$ cat src/rtl/ad_pkg.sv
// Shared definitions for the multi-channel SAR scan controller.
// Optional build macro: AD_SCAN_AVG_EN (four-conversion averaging per channel).
package ad_pkg;

  // Scan controller states
  typedef enum logic [1:0] {
    ST_IDLE   = 2'd0,
    ST_SETTLE = 2'd1,
    ST_CONV   = 2'd2,
    ST_DONE   = 2'd3
  } state_t;

  // Averaging depth: AD_AVG_N conversions, divided by shifting AD_AVG_LOG2
  localparam int AD_AVG_LOG2 = 2;
  localparam int AD_AVG_N    = 4;

endpackage

$ cat src/rtl/ad_sar_step.sv
// Successive-approximation register with bit pointer.
// load presets the MSB trial; step applies one comparator decision and
// raises the next lower trial bit; done flags the LSB decision cycle.
module ad_sar_step #(
  parameter int WIDTH = 8,
  localparam int PW   = $clog2(WIDTH)
) (
  input  logic             adck,
  input  logic             reset,
  input  logic             load,
  input  logic             step,
  input  logic             cmp,
  output logic [WIDTH-1:0] sar,
  output logic [WIDTH-1:0] result,
  output logic             done
);

  logic [PW-1:0]    ptr;
  logic [WIDTH-1:0] lower;

  // Current trial with this cycle's decision applied, plus the next trial bit
  always_comb begin
    result = sar;
    lower  = '0;
    if (!cmp) result[ptr] = 1'b0;
    if (ptr != '0) lower[ptr - 1'b1] = 1'b1;
    done = (ptr == '0);
  end

  // SAR register and pointer; load has priority so a reload can follow a final step
  always_ff @(posedge adck) begin
    if (reset) begin
      sar <= '0;
      ptr <= '0;
    end else if (load) begin
      sar <= {1'b1, {(WIDTH-1){1'b0}}};
      ptr <= PW'(WIDTH-1);
    end else if (step) begin
      sar <= result | lower;
      if (ptr != '0) ptr <= ptr - 1'b1;
    end
  end

endmodule

$ cat src/rtl/ad_scan_sar.sv
// Multi-channel successive-approximation ADC scan controller.
// Scans channels 0..NCH-1, one result per channel with a valid strobe,
// single-scan or continuous. Optional build macro: AD_SCAN_AVG_EN, which
// averages four back-to-back conversions per channel after one settle.
module ad_scan_sar
  import ad_pkg::*;
#(
  parameter int WIDTH  = 8,
  parameter int NCH    = 4,
  parameter int SETTLE = 2,
  localparam int CHW   = (NCH > 1) ? $clog2(NCH) : 1
) (
  input  logic             adck,
  input  logic             reset,
  input  logic             start,
  input  logic             cont,
  input  logic             cmp,
  output logic [CHW-1:0]   mux_sel,
  output logic [WIDTH-1:0] dac,
  output logic [WIDTH-1:0] out,
  output logic [CHW-1:0]   out_ch,
  output logic             valid,
  output logic             busy
);

  localparam int SW = $clog2(SETTLE + 1);

  state_t           state, state_nx;
  logic [CHW-1:0]   ch;
  logic [SW-1:0]    settle_cnt;
  logic             load, step, sar_done, conv_last;
  logic [WIDTH-1:0] sar, result, final_val;

  ad_sar_step #(.WIDTH(WIDTH)) u_sar (
    .adck   (adck),
    .reset  (reset),
    .load   (load),
    .step   (step),
    .cmp    (cmp),
    .sar    (sar),
    .result (result),
    .done   (sar_done)
  );

`ifdef AD_SCAN_AVG_EN
  logic [AD_AVG_LOG2-1:0] rep;
  logic [WIDTH+1:0]       acc, sum;

  // Running sum including the conversion finishing this cycle
  always_comb begin
    sum       = acc + {2'b00, result};
    final_val = sum[WIDTH+1:AD_AVG_LOG2];
    conv_last = sar_done && (rep == AD_AVG_LOG2'(AD_AVG_N - 1));
  end

  // Accumulator and conversion counter, cleared while the mux settles
  always_ff @(posedge adck) begin
    if (reset || state == ST_SETTLE) begin
      acc <= '0;
      rep <= '0;
    end else if (state == ST_CONV && sar_done) begin
      acc <= sum;
      rep <= rep + 1'b1;
    end
  end
`else
  // Single conversion: the SAR result is the channel result
  always_comb begin
    final_val = result;
    conv_last = sar_done;
  end
`endif

  // Next-state and SAR control
  always_comb begin
    state_nx = state;
    load     = 1'b0;
    step     = 1'b0;
    unique case (state)
      ST_IDLE:   if (start || cont) state_nx = ST_SETTLE;
      ST_SETTLE: if (settle_cnt == SW'(SETTLE - 1)) begin
                   state_nx = ST_CONV;
                   load     = 1'b1;
                 end
      ST_CONV: begin
        step = 1'b1;
        if (conv_last)     state_nx = ST_DONE;
        else if (sar_done) load     = 1'b1;
      end
      ST_DONE:   state_nx = (ch != CHW'(NCH - 1) || cont) ? ST_SETTLE : ST_IDLE;
      default:   state_nx = ST_IDLE;
    endcase
  end

  // State register
  always_ff @(posedge adck) begin
    if (reset) state <= ST_IDLE;
    else       state <= state_nx;
  end

  // Channel counter and settle counter
  always_ff @(posedge adck) begin
    if (reset) begin
      ch         <= '0;
      settle_cnt <= '0;
    end else begin
      settle_cnt <= (state == ST_SETTLE) ? settle_cnt + 1'b1 : '0;
      if (state == ST_IDLE && state_nx == ST_SETTLE)
        ch <= '0;
      else if (state == ST_DONE && state_nx == ST_SETTLE)
        ch <= (ch == CHW'(NCH - 1)) ? '0 : ch + 1'b1;
    end
  end

  // Registered result, strobe and busy; valid is high exactly while in DONE
  always_ff @(posedge adck) begin
    if (reset) begin
      out    <= '0;
      out_ch <= '0;
      valid  <= 1'b0;
      busy   <= 1'b0;
    end else begin
      valid <= (state == ST_CONV) && conv_last;
      busy  <= (state_nx != ST_IDLE);
      if (state == ST_CONV && conv_last) begin
        out    <= final_val;
        out_ch <= ch;
      end
    end
  end

  assign mux_sel = ch;
  assign dac     = (state == ST_CONV) ? sar : '0;

endmodule

$ cat config.mk
export PLATFORM = sky130hd
export DESIGN_NAME = ad_scan_sar
export DESIGN_NICKNAME = d
export VERILOG_FILES = /design/src/rtl/ad_pkg.sv /design/src/rtl/ad_sar_step.sv /design/src/rtl/ad_scan_sar.sv
export SDC_FILE = /design/constraint.sdc
export NUM_CORES = 1
export LEC_CHECK = 0
export ABC_AREA = 1
export ABC_CLOCK_PERIOD_IN_PS = 2500
export CELL_PAD_IN_SITES_DETAIL_PLACEMENT = 1
export CELL_PAD_IN_SITES_GLOBAL_PLACEMENT = 1
export CORE_ASPECT_RATIO = 0.75
export CORE_MARGIN = 1
export CORE_UTILIZATION = 38
export DETAILED_ROUTE_END_ITERATION = 7
export GPL_TIMING_DRIVEN = 1
export PLACE_DENSITY_LB_ADDON = 0.1
export SYNTH_ARGS = -nofsm -noshare
export SYNTH_HDL_FRONTEND = slang
export SYNTH_HIERARCHICAL = 1
export SYNTH_SLANG_ARGS = --single-unit
export TNS_END_PERCENT = 30
$ cat constraint.sdc
create_clock -name adck -period 2.5 [get_ports adck]
set_clock_uncertainty 0.15 [all_clocks]
set_input_delay 0.5 -clock adck [delete_from_list [all_inputs] [get_ports adck]]
set_output_delay 0.5 -clock adck [all_outputs]
set_load 0.02 [all_outputs]
* Word level (Yosys, flattened, before mapping) *
Index checks and enable logic that the tools add are counted.

cells by class
  shift operators = 0
  multiply operators = 0
  magnitude comparators = 4
  add/sub/neg operators = 3
  bitwise gates (word level) = 4
  mux-type cells = 21
  eq/ne operators = 7
  div/mod/pow operators = 0
  reduce and logical (&&, ||, !) cells = 17

operators with widths
  operator                                                               count
  8-bit two-way mux                                                      5
  3-bit two-way mux                                                      3
  8-bit AND                                                              1
  3-bit by 4-bit < comparator with 1-bit output, second input constant   2
  2-bit two-way mux                                                      4
  8-bit NOT                                                              1
  8-bit OR                                                               1
  2-bit one-hot mux with 4 select lines                                  1
  1-bit demux with 3-bit select                                          2
  2-bit by 1-bit == test with 1-bit output, second input constant        3
  2-bit == test, second input constant                                   3
  3-bit by 1-bit >= comparator with 1-bit output, second input constant  2
  1-bit two-way mux                                                      6
  2-bit nonzero test                                                     3
  2-bit OR reduction                                                     3
  1-bit logical AND                                                      5
  2-bit by 1-bit adder with 2-bit output, second input constant          2
  3-bit logical NOT                                                      1
  3-bit nonzero test                                                     1
  3-bit by 1-bit subtractor with 3-bit output, second input constant     1
  2-bit logical NOT                                                      1
  1-bit logical OR                                                       2
  2-bit inequality test, second input constant                           1
  2-bit AND reduction                                                    1
  1-bit NOT                                                              1

storage, ports and cells
  memories = 0
  output and inout port bits = 22
  register bits after elaboration = 29
  input bits = 5
  bits in latches = 0
  RAM bits = 0
  memory bits (read-only) = 0
  word-level logic and storage cells = 66

* Longest topological paths before layout *
Gate-level depths: netlist of run 1.

  depth in word-level cells = 10
  mapped depth = 8

* Modules after synthesis *
The synthesis of run 1 kept the hierarchy.

by module, submodules not included
  module       area an instance (µm²)  cells an instance  times used
  ad_scan_sar  747.0                   106                1
  ad_sar_step  719.4                   122                1

* Least setup slack after synthesis of run 1 *
No wires, ideal clock.

  path kind = flip-flop to output port
  start = reg state[1]
  end = out dac[0]
  data arrival time = 0.880 ns
  path buffers = 0
  path slack = 0.970 ns
  cell stages (with the launch flop) = 3
  path through = dfxtp_1 > nand2_1 > nor2_1

on the way
  cells in the longest elaborated chain, start to end = 2

RTL lines
  what                    line                text
  from (decl)             ad_scan_sar.sv:28   state_t state, state_nx;
  from (signal assigned)  ad_scan_sar.sv:98   else state <= state_nx;
  2-bit == test           ad_scan_sar.sv:133  assign dac = (state == ST_CONV) ? sar : '0;
  8-bit two-way mux       ad_scan_sar.sv:133
  to (decl)               ad_scan_sar.sv:19   output logic [WIDTH-1:0] dac,

No other way between the ends.

* Worst setup path after layout of run 1 *
  start = reg state[1]
  end = out dac[5]

Same word-level chain as after synthesis.

==> flow_summary.ini, run 1 <==
[run_status]
outcome = finished clean

[worst_setup_path]
cp_max_fo = 9
worstSetupPathType = reg -> out
r2r-start = u_sar/ptr[0]
crit_chain = nand2_2, nor2_1, clkdlybuf4s50_1
start_kind = flip-flop
crit_slowest_cell = clkdlybuf4s50_1
worstPathArrival_ns = 1.68
path_delay_family = buffers and inverters
worstReg2RegEnd = out[7]
rrSetupSlack_ns = 0.63
slowest_delay_ns = 0.63
setup.worst_path.start = state[1]
crit_end = dac[5]
reg2reg_depth = 8
required_ns = 1.85
cp.depth = 3
cp.buffers_inverters = 1
end_kind = output port

[floorplan]
die_area_um2 = 4114
die_w_um = 73.73
die_h_um = 55.80
core-area_um2 = 3685
ioPinCount = 27
initial_core_util_pct = 39.80
fp-row-count = 19

[drt]
postRouteAntennaNets = 0
met1_length_um = 1811
drt_iter0_markers = 44
dr.pass1.iters = 4
highest_layer = met4
via_count = 1433
viasPerCell = 4.608
drc = 0
dr_wl_met3_um = 129
drt_wl_total_um = 3569
dr_wl_met2_um = 1567
wl_per_cell_um = 11.48

[layout]
stdcell_count = 311
syn2layout_area_growth_pct = 25.77
nets = 267
diodes = 0
final_util_pct = 50.05
drive_gt1_share_pct = 7.722

[pwr]
swShare_pct = 28.34
combPwrFrac_pct = 12.8
pwr_density_cell_nw_per_um2 = 541.6
vdd_ir_drop_max_mv = 0.3796
p_clk_share_pct = 37.8
switching_power_uw = 283.1
power.static_leakage_nw = 0.8022
seq_power_share_pct = 49.4
p_int_uw = 715.7

[hold_path]
whs_path_depth = 1
hold_start = settle_cnt[0]
hold_path_class = reg -> reg

[place]
place_inst = 303
dpl.hpwl_um = 2760
place.port_buffers = 26
place.gp.congestion = 0.7982

[synthesis]
synth_area_um2 = 1466
syn_avg_cell_area_um2 = 6.432
synth_seq_area_share_pct = 39.59
netlist_instances = 228
syn_nets = 237
yosys_warnings = 6
netlist-cell-type-count = 18
synth_seq_cells = 29

[sta]
setup_viol = 0
rsz0062_at_grt = no
timing.hold.ws_ns = 0.2824
period_share_pct = 93.32
worstMarginPinSlew_ns = 0.4477
max_freq_mhz = 428.6
slew-limit-headroom_pct = 70.12
slew_violations = 0
layout_min_cycle_time_ns = 2.333
tns_ns = 0
finalHoldViolCount = 0

[clocking]
worstSkewPairLatency_ns = 0.29
clk_root_buffer_cell = clkbuf_8
clock_path_buffers = 2
cts_buffers = 5
numClockSinks = 29
postCtsSetupRepairBufs = 0
cts_tree = built
postCtsHoldBufs = 0
clk_pin_slew_ns = 0.06
htreeDepth = 2

[run]
cap_violations = 0

[grt]
grt_usage_pct = 19.60
antenna_found_initial = 0
grt_pass1_vias = 1299
grt_max_degree = 17
grt_first_pass_wirelength_um = 5927
grt_remaining_overflow = 0
==> how the worst min path moves through the flow <==
stage                         end
finish              settle_cnt[0]
global route        settle_cnt[0]
CTS                 settle_cnt[0]
detailed placement  settle_cnt[0]
global placement    settle_cnt[0]
floorplan           settle_cnt[0]
==> sequential cells by signal (all words and copies together), names as in the netlist <==
signal	count
u_sar/ptr	3
mux_sel	2
valid	1
settle_cnt	2
out	8
out_ch	2
state	2
u_sar/sar	8
busy	1
==> final cells by class <==
cell class	count	area (µm²)
Clock inverter	2	10.01
Tap cell	52	65.06
Timing Repair Buffer	27	267.8
Sequential cell	29	580.6
Clock buffer	6	72.57
Multi-Input combinational cell	159	710.7
Inverter	36	137.6
Fill cell	505	1841
==> power by group through the flow <==
stage	registers [mW]	logic (mW)	clock network, mW
after floorplan	0.503	0.0908	0
after global placement	0.503	0.127	0
after detailed placement	0.503	0.129	0
after CTS	0.493	0.129	0.388
after global routing	0.496	0.147	0.413
final	0.494	0.128	0.377
==> metrics by stage <==
step / power [mW] / worst slack (ns) / area (µm²)
6_report: 0.9988 / 0.1669 / 1844
3_5_place_dp: 0.6323 / 0.3683 / 1759
2_1_floorplan: 0.5933 / 0.9697 / 1466
5_1_grt: 1.056 / 0.04243 / 1844
4_1_cts: 1.010 / 0.04349 / 1842
3_3_place_gp: 0.6297 / 0.3838 / 1759
==> synthesized netlist by cell type <==
cell      count  share of area (%)
a21oi_1      18                6.1
buf_6         2                1.5
clkbuf_1      1               0.26
clkbuf_8      1               0.94
clkinv_1      1               0.26
clkinv_2      2               0.68
dfxtp_1      29                 40
ha_1          4                3.4
inv_1        31                7.9
inv_2         2               0.51
nand2_1      64                 16
nand2_2       5                2.1
nand3_1      11                3.8
nand3_2       1               0.68
nor2_1       46                 12
nor2_4        1               0.77
o21ai_0       8                2.7
o21bai_1      1               0.51
==> logic make-up after synthesis <==
group           count (synthesis)  share of synthesized area [%]
simple gates                  128                          35.49
buf+inv                        40                          12.12
compound gates                 27                          9.386
flops                          29                          39.59
fa+ha+maj                       4                          3.413
==> cells in the final DEF (no fill, tap or decap), drive strengths merged <==
master | synthesis | final
clkdlybuf4s50 | 0 | 26
dfxtp | 29 | 29
clkbuf | 2 | 6
buf | 2 | 1
nor2 | 47 | 47
ha | 4 | 4
o21bai | 1 | 1
nand3 | 12 | 12
nand2 | 69 | 69
a21oi | 18 | 18
clkinv | 3 | 5
inv | 33 | 33
o21ai | 8 | 8
==> per-layer routing <==
metal / GRT usage (%) / vias up
met5: 0 / -
met4: 9.890 / 0
met3: 5.978 / 6
met2: 28.96 / 26
met1: 25.65 / 647
li1: - / 754
==> what timing repair did <==
action,CTS,global route
gates resized for setup,0,1
setup endpoints to repair,0,8
endpoints found under the hold margin,0,0
Power figures use the tool's default switching activity.
==> inputs of run 2 (changes only) <==
HOLD_SLACK_MARGIN = 0.15   (was not set)
PLACE_DENSITY = 0.85   (was not set)
PLACE_DENSITY_LB_ADDON = not set   (was 0.1)
==> flow_summary.ini, run 2 (synthesis gave the netlist of run 1 again) <==
[worst_setup_path]
rrSetupSlack_ns = 0.65
worstReg2RegEnd = out_ch[0]
required_ns = 1.85
start_kind = flip-flop
crit_chain = nand2_2, nor2_1, clkdlybuf4s50_1
cp_max_fo = 9
reg2reg_depth = 8
r2r-start = u_sar/ptr[0]
worstSetupPathType = reg -> out
slowest_delay_ns = 0.63
end_kind = output port
worstPathArrival_ns = 1.65
crit_slowest_cell = clkdlybuf4s50_1

[hold_path]
hold_path_class = reg -> reg
hold_start = settle_cnt[0]
hold_end = settle_cnt[0]
whs_path_depth = 1

[clocking]
postCtsHoldBufs = 0
cts_buffers = 5
numClockSinks = 29
postCtsSetupRepairBufs = 0
htreeDepth = 2
worstSkewPairLatency_ns = 0.27
cts_tree = built
clk_pin_slew_ns = 0.06
clock_path_buffers = 2
clk_root_buffer_cell = clkbuf_8

[floorplan]
die_w_um = 73.73
initial_core_util_pct = 39.80
fp-row-count = 19
die_area_um2 = 4114
ioPinCount = 27
die_h_um = 55.80
core-area_um2 = 3685

[drt]
wl_per_cell_um = 12.48
drt_iter0_markers = 45
postRouteAntennaNets = 0
dr.pass1.iters = 4
via_count = 1479
drt_wl_total_um = 3880
viasPerCell = 4.756
drc = 0

[layout]
nets = 267
stdcell_count = 311
fillCellCount = 505
reg_top3 = out x8, u_sar/sar x8, u_sar/ptr x3
multi_input_area_um2 = 710.7
final_common_cell = nand2_1
diodes = 0
seq_area_um2 = 580.6
syn2layout_area_growth_pct = 27.05
final_cell_mix = nand2_1 (63), nor2_1 (46), inv_1 (31)
drive_gt1_share_pct = 8.108

[pwr]
power.static_leakage_nw = 0.8115
vdd_ir_drop_max_mv = 0.3229
power.total_mw = 1.050
pwr_density_cell_nw_per_um2 = 563.5

[sta]
fin_ws_ns = 0.1976
max_freq_mhz = 434.3
tns_ns = 0
worstMarginPinSlew_ns = 0.5197
slew-limit-headroom_pct = 65.23
layout_min_cycle_time_ns = 2.302
finalHoldViolCount = 0
setup_viol = 0
rsz0062_at_grt = no
slew_violations = 0
period_share_pct = 92.10

[grt]
grt_max_degree = 18
grt_first_pass_wirelength_um = 6265
grt_usage_pct = 20.39
antenna_found_initial = 0
grt_pass1_vias = 1371
grt_remaining_overflow = 0

[place]
place.gp.congestion = 0.8472
dpl.hpwl_um = 2981
place_inst = 303
pre_cts_slack_ns = 0.3450
place.port_buffers = 26

[run]
cap_violations = 0

[run_status]
outcome = finished clean
[run 2: cell types whose count changed in the layout (fill, tap and decap cells not counted)]
cell      change
clkbuf_8      +2
clkinv_2      -1
clkbuf_1      -1
[run 2: routing by layer]
metal,wire [µm],track usage (%)
met1,1890,26.27
met2,1828,33.29
met3,126,5.435
met4,34,5.769
met5,0,0
[run 2: worst max path at each step]
stage,start,depth (start not counted),slack [ns],to
3_5_place_dp,state[1],3,0.35,dac[1]
3_3_place_gp,state[1],3,0.40,dac[7]
4_1_cts,state[1],3,0.03,dac[7]
2_1_floorplan,state[1],2,0.97,dac[0]
5_1_grt,state[1],3,0.09,dac[1]
6_report,state[1],3,0.20,dac[7]
[run 2: through the flow]
step / area, µm² / hold WS [ns] / utilization (%)
2_1_floorplan: 1466 / 0.2483 / -
3_3_place_gp: 1759 / 0.2615 / 47.74
3_5_place_dp: 1759 / 0.2654 / 47.74
4_1_cts: 1861 / 0.2742 / 50.49
5_1_grt: 1863 / 0.2856 / 50.56
6_report: 1863 / 0.2690 / 50.56
[run 2: worst max-delay path: cells and delay by family (launching register included)]
family	cells	cell delay, ns
buf+inv	1	0.63
flops	1	0.43
simple gates	2	0.32
[run 2: layout make-up]
class / instances / share of cell area (%)
repair buffers: 27 / 14.37
flip-flops and latches: 29 / 31.16
clock inverters: 1 / 0.2686
multi-input cells: 159 / 38.15
inverters: 36 / 7.387
clock buffers: 7 / 5.171
well taps: 52 / 3.492
[run 2: where the power goes]
part	switching (mW)	total, mW	internal (mW)
Combinational	0.0869	0.132	0.0447
Clock	0.176	0.424	0.248
Sequential	0.0154	0.494	0.479
[run 2: repair_timing]
item                       CTS  global route
setup endpoints to repair    0             5
hold endpoints to repair     0             0
resized for setup            0             1
